<file path="config.mk">
export PLATFORM = sky130hd
export DESIGN_NAME = rf_issue_ctrl_flat
export DESIGN_NICKNAME = d
export VERILOG_FILES = /design/src/rtl/rf_issue_if.sv /design/src/rtl/rf_issue_ctrl.sv /design/src/flat_wrapper.sv
export SDC_FILE = /design/constraint.sdc
export NUM_CORES = 1
export LEC_CHECK = 0
export CORE_ASPECT_RATIO = 1.5
export CORE_MARGIN = 3
export CORE_UTILIZATION = 28
export DETAILED_ROUTE_END_ITERATION = 7
export GPL_TIMING_DRIVEN = 0
export PLACE_DENSITY = 0.53
export SLEW_MARGIN = 10
export SYNTH_ARGS = -nofsm -noshare
export SYNTH_HDL_FRONTEND = slang
export SYNTH_SLANG_ARGS = --single-unit
</file>
<file path="constraint.sdc">
create_clock -name clk -period 5.25 [get_ports clk]
set_input_delay 0.525 -clock clk [delete_from_list [all_inputs] [get_ports clk]]
set_output_delay 0.525 -clock clk [all_outputs]
set_load 0.02 [all_outputs]
</file>
<file path="src/rtl/rf_issue_if.sv">
// Handshake and control bundle between fetch, the issue controller, the
// register file, the ALU and memory.
//   inst_*   : instruction valid/ready handshake and 32-bit word
//   rf_*     : register file func/en_rg/addr/imm controls
//   alu_*    : ALU opcode, start pulse and done strobe
//   mem_*    : memory request/ack, write enable and address
//   retire, err, retire_cnt : completion, error and retired count
// master = issue controller side, slave = environment side.
interface rf_issue_if;
   logic        inst_valid;
   logic        inst_ready;
   logic [31:0] inst_data;
   logic [1:0]  rf_func;
   logic        rf_en_rg;
   logic [23:0] rf_addr;
   logic [7:0]  rf_imm;
   logic [3:0]  alu_op;
   logic        alu_start;
   logic        alu_done;
   logic        mem_req;
   logic        mem_we;
   logic [15:0] mem_addr;
   logic        mem_ack;
   logic        retire;
   logic        err;
   logic [15:0] retire_cnt;

   modport master (
      input  inst_valid, inst_data, alu_done, mem_ack,
      output inst_ready, rf_func, rf_en_rg, rf_addr, rf_imm, alu_op, alu_start,
             mem_req, mem_we, mem_addr, retire, err, retire_cnt
   );

   modport slave (
      output inst_valid, inst_data, alu_done, mem_ack,
      input  inst_ready, rf_func, rf_en_rg, rf_addr, rf_imm, alu_op, alu_start,
             mem_req, mem_we, mem_addr, retire, err, retire_cnt
   );
endinterface

</file>
<file path="src/rtl/rf_issue_ctrl.sv">
// rf_issue_ctrl: sequences one instruction at a time through register file
// read, ALU execution or memory access, and write-back.
// Ports:
//   clk  : clock, all logic on posedge
//   rst  : synchronous active-high reset
//   bus  : rf_issue_if.master (instruction handshake, register file,
//          ALU and memory controls, retire/err pulses, retired count)
// Parameter TIMEOUT_CYCLES sets the wait-state watchdog limit.
// Optional feature: define RF_ISSUE_TIMEOUT_EN to enable the watchdog on the
// EXEC and MEM wait states; without it the controller waits indefinitely.
module rf_issue_ctrl #(
   parameter int unsigned TIMEOUT_CYCLES = 255
) (
   input logic        clk,
   input logic        rst,
   rf_issue_if.master bus
);
   typedef enum logic [2:0] {S_IDLE, S_READ, S_EXEC, S_MEM, S_WB} state_t;

   localparam logic [1:0] FUNC_RR  = 2'b00;
   localparam logic [1:0] FUNC_RI  = 2'b01;
   localparam logic [1:0] FUNC_MEM = 2'b10;
   localparam logic [1:0] FUNC_NOP = 2'b11;

   state_t     state;
   logic [1:0] func_q;
   logic       store_q;
   logic       to_idle_c;
   logic       timeout_c;
   logic       unused_sink;

   // Bit 28 of the instruction carries no meaning for this block.
   assign unused_sink = bus.inst_data[28] ^ (^32'(TIMEOUT_CYCLES));

`ifdef RF_ISSUE_TIMEOUT_EN
   localparam int unsigned WAIT_W = 16;
   logic [WAIT_W-1:0] wait_cnt;

   // Fires on the last permitted wait cycle that saw no done/ack.
   always_comb begin
      timeout_c = 1'b0;
      if (((state == S_EXEC) && !bus.alu_done) || ((state == S_MEM) && !bus.mem_ack))
         timeout_c = (wait_cnt == WAIT_W'(TIMEOUT_CYCLES - 1));
   end
`else
   assign timeout_c = 1'b0;
`endif

   // Transitions that restore every control output to its idle value.
   always_comb begin
      to_idle_c = timeout_c;
      case (state)
         S_WB:                   to_idle_c = 1'b1;
         S_MEM:                  if (bus.mem_ack && store_q) to_idle_c = 1'b1;
         S_IDLE, S_READ, S_EXEC: ;
         default:                to_idle_c = 1'b1;
      endcase
   end

   // Single-process FSM; every output is a register updated here.
   always_ff @(posedge clk) begin
      if (rst) begin
         state          <= S_IDLE;
         func_q         <= FUNC_NOP;
         store_q        <= 1'b0;
         bus.inst_ready <= 1'b1;
         bus.rf_func    <= FUNC_NOP;
         bus.rf_en_rg   <= 1'b0;
         bus.rf_addr    <= '0;
         bus.rf_imm     <= '0;
         bus.alu_op     <= '0;
         bus.alu_start  <= 1'b0;
         bus.mem_req    <= 1'b0;
         bus.mem_we     <= 1'b0;
         bus.mem_addr   <= '0;
         bus.retire     <= 1'b0;
         bus.err        <= 1'b0;
         bus.retire_cnt <= '0;
`ifdef RF_ISSUE_TIMEOUT_EN
         wait_cnt       <= '0;
`endif
      end else begin
         bus.alu_start <= 1'b0;
         bus.retire    <= 1'b0;
         bus.err       <= 1'b0;

         if (to_idle_c) begin
            state          <= S_IDLE;
            bus.inst_ready <= 1'b1;
            bus.rf_func    <= FUNC_NOP;
            bus.rf_en_rg   <= 1'b0;
            bus.rf_addr    <= '0;
            bus.rf_imm     <= '0;
            bus.alu_op     <= '0;
            bus.mem_req    <= 1'b0;
            bus.mem_we     <= 1'b0;
            bus.mem_addr   <= '0;
         end

`ifdef RF_ISSUE_TIMEOUT_EN
         if (state == S_EXEC || state == S_MEM) wait_cnt <= wait_cnt + WAIT_W'(1);
         else                                   wait_cnt <= '0;
         if (timeout_c) bus.err <= 1'b1;
`endif

         case (state)
            S_IDLE: begin
               if (bus.inst_valid && bus.inst_ready) begin
                  func_q  <= bus.inst_data[31:30];
                  store_q <= bus.inst_data[29];
                  case (bus.inst_data[31:30])
                     FUNC_RR, FUNC_RI: begin
                        state          <= S_READ;
                        bus.inst_ready <= 1'b0;
                        bus.alu_op     <= bus.inst_data[27:24];
                        bus.rf_func    <= bus.inst_data[31:30];
                        bus.rf_en_rg   <= 1'b1;
                        if (bus.inst_data[30]) begin
                           bus.rf_imm  <= bus.inst_data[23:16];
                           bus.rf_addr <= {8'h00, bus.inst_data[15:0]};
                        end else begin
                           bus.rf_addr <= bus.inst_data[23:0];
                        end
                     end
                     FUNC_MEM: begin
                        bus.inst_ready <= 1'b0;
                        bus.alu_op     <= bus.inst_data[27:24];
                        bus.rf_addr    <= bus.inst_data[23:0];
                        if (bus.inst_data[29]) begin
                           // Store reads the source register first.
                           state        <= S_READ;
                           bus.rf_func  <= FUNC_MEM;
                           bus.rf_en_rg <= 1'b1;
                        end else begin
                           state        <= S_MEM;
                           bus.mem_req  <= 1'b1;
                           bus.mem_we   <= 1'b0;
                           bus.mem_addr <= bus.inst_data[23:8];
                        end
                     end
                     default: bus.err <= 1'b1;
                  endcase
               end
            end
            S_READ: begin
               bus.rf_func  <= FUNC_NOP;
               bus.rf_en_rg <= 1'b0;
               if (func_q == FUNC_MEM) begin
                  state        <= S_MEM;
                  bus.mem_req  <= 1'b1;
                  bus.mem_we   <= store_q;
                  bus.mem_addr <= bus.rf_addr[23:8];
               end else begin
                  state         <= S_EXEC;
                  bus.alu_start <= 1'b1;
               end
            end
            S_EXEC: begin
               if (bus.alu_done) begin
                  state          <= S_WB;
                  bus.rf_func    <= func_q;
                  bus.rf_en_rg   <= 1'b0;
                  bus.retire     <= 1'b1;
                  bus.retire_cnt <= bus.retire_cnt + 16'd1;
               end
            end
            S_MEM: begin
               if (bus.mem_ack) begin
                  bus.mem_req    <= 1'b0;
                  bus.mem_we     <= 1'b0;
                  bus.mem_addr   <= '0;
                  bus.retire     <= 1'b1;
                  bus.retire_cnt <= bus.retire_cnt + 16'd1;
                  if (!store_q) begin
                     // Load data is held by memory into the write-back cycle.
                     state        <= S_WB;
                     bus.rf_func  <= func_q;
                     bus.rf_en_rg <= 1'b0;
                  end
               end
            end
            default: ;
         endcase
      end
   end
endmodule

</file>
<file path="src/flat_wrapper.sv">
// flat-port wrapper written by rule: the top's interface ports become plain ports
module rf_issue_ctrl_flat 
#(
   parameter int unsigned TIMEOUT_CYCLES = 255
)
  (clk, rst, bus_inst_valid, bus_inst_data, bus_alu_done, bus_mem_ack, bus_inst_ready, bus_rf_func, bus_rf_en_rg, bus_rf_addr, bus_rf_imm, bus_alu_op, bus_alu_start, bus_mem_req, bus_mem_we, bus_mem_addr, bus_retire, bus_err, bus_retire_cnt);
  rf_issue_if bus_i ();
  input logic clk;
  input logic rst;
  input wire logic [$bits(bus_i.inst_valid)-1:0] bus_inst_valid;
  input wire logic [$bits(bus_i.inst_data)-1:0] bus_inst_data;
  input wire logic [$bits(bus_i.alu_done)-1:0] bus_alu_done;
  input wire logic [$bits(bus_i.mem_ack)-1:0] bus_mem_ack;
  output wire logic [$bits(bus_i.inst_ready)-1:0] bus_inst_ready;
  output wire logic [$bits(bus_i.rf_func)-1:0] bus_rf_func;
  output wire logic [$bits(bus_i.rf_en_rg)-1:0] bus_rf_en_rg;
  output wire logic [$bits(bus_i.rf_addr)-1:0] bus_rf_addr;
  output wire logic [$bits(bus_i.rf_imm)-1:0] bus_rf_imm;
  output wire logic [$bits(bus_i.alu_op)-1:0] bus_alu_op;
  output wire logic [$bits(bus_i.alu_start)-1:0] bus_alu_start;
  output wire logic [$bits(bus_i.mem_req)-1:0] bus_mem_req;
  output wire logic [$bits(bus_i.mem_we)-1:0] bus_mem_we;
  output wire logic [$bits(bus_i.mem_addr)-1:0] bus_mem_addr;
  output wire logic [$bits(bus_i.retire)-1:0] bus_retire;
  output wire logic [$bits(bus_i.err)-1:0] bus_err;
  output wire logic [$bits(bus_i.retire_cnt)-1:0] bus_retire_cnt;
  assign bus_i.inst_valid = bus_inst_valid;
  assign bus_i.inst_data = bus_inst_data;
  assign bus_i.alu_done = bus_alu_done;
  assign bus_i.mem_ack = bus_mem_ack;
  assign bus_inst_ready = bus_i.inst_ready;
  assign bus_rf_func = bus_i.rf_func;
  assign bus_rf_en_rg = bus_i.rf_en_rg;
  assign bus_rf_addr = bus_i.rf_addr;
  assign bus_rf_imm = bus_i.rf_imm;
  assign bus_alu_op = bus_i.alu_op;
  assign bus_alu_start = bus_i.alu_start;
  assign bus_mem_req = bus_i.mem_req;
  assign bus_mem_we = bus_i.mem_we;
  assign bus_mem_addr = bus_i.mem_addr;
  assign bus_retire = bus_i.retire;
  assign bus_err = bus_i.err;
  assign bus_retire_cnt = bus_i.retire_cnt;
  rf_issue_ctrl #(.TIMEOUT_CYCLES(TIMEOUT_CYCLES)) u_core (.clk(clk), .rst(rst), .bus(bus_i));
endmodule
</file>
==> reports/results.ini <==
[layout]
layout-drive-gt1-share = 0.0860
fin_nets = 475
area_growth_pct = 48.1
antenna_cells = 0
fill_cells = 1149
layout_commonest_cell = clkdlybuf4s50_1
multi_input_area_sq_um = 1530
seq_area_sq_um = 1660
final_cell_mix = clkdlybuf4s50_1, dfxtp_1, a22o_1, a221o_1
final_util = 0.432

[clock_tree]
cts_hold_buf = 0
cts_buffer_depth = 2
clk_pin_slew_ps = 60
post-cts-setup-buffer-count = 0
cts_tree = yes
cts_made_buffers = 9
cts-root-buf = clkbuf_16
cts_resized = 0
clk_latency_ps = 330
cts.sinks = 83
cts.htree.levels = 3

[place]
place_ws_ps = 2530
hpwl_mm = 7.35
place.gp.congestion = 0.771
portBuffers = 111

[detailed_routing]
vias_per_cell = 4.97
drtIter0Drc = 104
drc = 0
wl_mm = 9.90
ant_nets = 0
vias = 2929
drtPass1Iterations = 4
routedWlPerCell_microns = 16.8

[global_route]
grt_usage = 0.149
grt_pass1_wl_mm = 15.5
grt_pass1_vias = 2919
gr-total-overflow = 0
met3_usage = 0.0326
gr-max-usage-layer = met2
grt_use_met1 = 0.179
grt_max_degree = 15
gr-usage-met2 = 0.257
antenna_found_initial = 0

[power]
finalPower_mw = 1.55
peakVddDrop_uv = 166
pwr_density_cell_nw_per_um2 = 318
p_leak_nw = 1.76

[worst_setup_path]
crit_type = input pin to flop
r2r_end = u_core.bus.mem_addr[13]
crit_path_start_kind = input pin
critPathRequiredTime_ps = 5530
rr_worst_depth = 5
endpoint_kind = flop
r2r_slack_ps = 3170
arrival_ps = 2620
regToRegStartpoint = u_core.bus.inst_ready
crit_fanout = 10

[synthesis]
synth_cells = 315
syn_area_per_cell_sq_um = 10.5
ys_ff_latch = 83
synthesis.area_sq_um = 3290
synth_top_area_cell = dfxtp_1
syn-num-nets = 353
yosys-top-cells-area = dfxtp_1, a22o_1, a221o_1
yosysWarnings = 0
ys.flop_type = dfxtp_1
synth_edf_count = 0
synth-async-reset-ratio = 0
ys_seq_area_frac = 0.504
synth.distinct_cells = 50
netlist.area_leader.share = 0.504

[worst_hold_path]
hp-class = flop to flop
hold_depth = 1
hold_start = u_core.bus.rf_addr[4]
hold-path-endpoint = u_core.bus.rf_addr[4]

[sta]
maxSlewHeadroom = 0.553
rsz0062_at_grt = no
min_period_over_period = 0.446
final.setup.worst_slack_ps = 2910
clock.fmax_ghz = 0.427
tightest_slew_ps = 668
skew_ps = 4.77
period_minus_slack_ps = 2340
finalSetupViolCount = 0
worst_hold_slack_ps = 478
finalSetupTns_ps = 0
slew_violations = 0
hold_viol = 0

[floorplanning]
pin_count = 114
core-area_sq_um = 11300
rows = 47
dieWidth_microns = 94.6
die_area_sq_um = 13100
fp.dieH_microns = 139
start_util = 0.292

[run_status]
status = finished, final reports clean

[flow_run]
maxCapViolCount = 0

-- cells by family (layout without fill, tap and decap cells) --
kind of cell	count (synthesis)	in the layout	share of synthesized area
xor gates and xnor gates	8	8	0.0213
buffers and inverters	19	146	0.0308
and+or+nand+nor	110	110	0.206
AOI/OAI and AO/OA	91	91	0.224
muxes	3	3	0.00949
adders and majority gates	1	1	0.00380
DFF	83	83	0.504
-- per-layer routing --
layer	share of wire	vias to the layer above
met5	0	-
met4	0.013	0
met3	0.061	9
met2	0.50	100
met1	0.42	1384
li1	-	1436
-- power breakdown --
| part | switching [mW] | internal [mW] |
|---|---|---|
| combinational | 0.133 | 0.120 |
| sequential | 0.0223 | 0.662 |
| clock | 0.267 | 0.347 |
| total | 0.422 | 1.13 |
-- registers in the layout, indices dropped and copies added (netlist names), 2 cells and up --
signal                 count
u_core.bus.mem_addr       16
u_core.bus.retire_cnt     16
u_core.bus.rf_func         2
u_core.state               3
u_core.bus.rf_imm          8
u_core.bus.rf_addr        24
u_core.bus.alu_op          4
u_core.func_q              2
-- Yosys cell counts (all sizes together), types with 2 or more instances --
library cell	n
a211oi	3
a21oi	11
a221o	17
a22o	36
a22oi	3
and2	16
and3	2
and4	3
buf	11
clkbuf	6
dfxtp	83
inv	2
mux2i	2
nand2	16
nand2b	6
nand3	8
nand3b	4
nand4	5
nor2	16
nor2b	6
nor3	8
nor3b	4
o21ai	12
or2	2
or3	8
or4b	2
xnor2	5
xor2	3
-- how the worst max path moves through the flow --
stage	end	slack, ps	start	cells past startpoint
floorplan	u_core.bus.mem_addr[10]	3400	rst	6
global placement	u_core.bus.mem_addr[13]	2550	bus_inst_valid	6
detailed placement	u_core.bus.mem_addr[13]	2530	bus_inst_valid	6
CTS	u_core.bus.mem_addr[13]	2880	bus_inst_valid	6
global route	u_core.bus.mem_addr[13]	2810	bus_inst_valid	6
finish	u_core.bus.mem_addr[13]	2910	bus_inst_valid	6
-- per-stage QoR --
stage / cell area (sq um) / instances
5_1_grt: 4880 / 589
6_report: 4880 / 589
2_1_floorplan: 3290 / 315
4_1_cts: 4880 / 589
3_5_place_dp: 4590 / 573
3_3_place_gp: 4590 / 573
-- cell type report --
type,count,area share
Timing Repair Buffer,111,0.228
Clock buffer,11,0.0518
Inverter,2,0.00154
Sequential cell,83,0.341
Tap cell,147,0.0377
Buffer,17,0.0192
Multi-Input combinational cell,213,0.314
Clock inverter,5,0.00744
-- worst max-delay path: stages --
cell and delay, ps:
clkdlybuf4s50_1 490, nand2_1 190, nor3_2 470, nor3b_4 450, buf_2 310, a221o_1 190
Power figures use the tool's default switching activity.
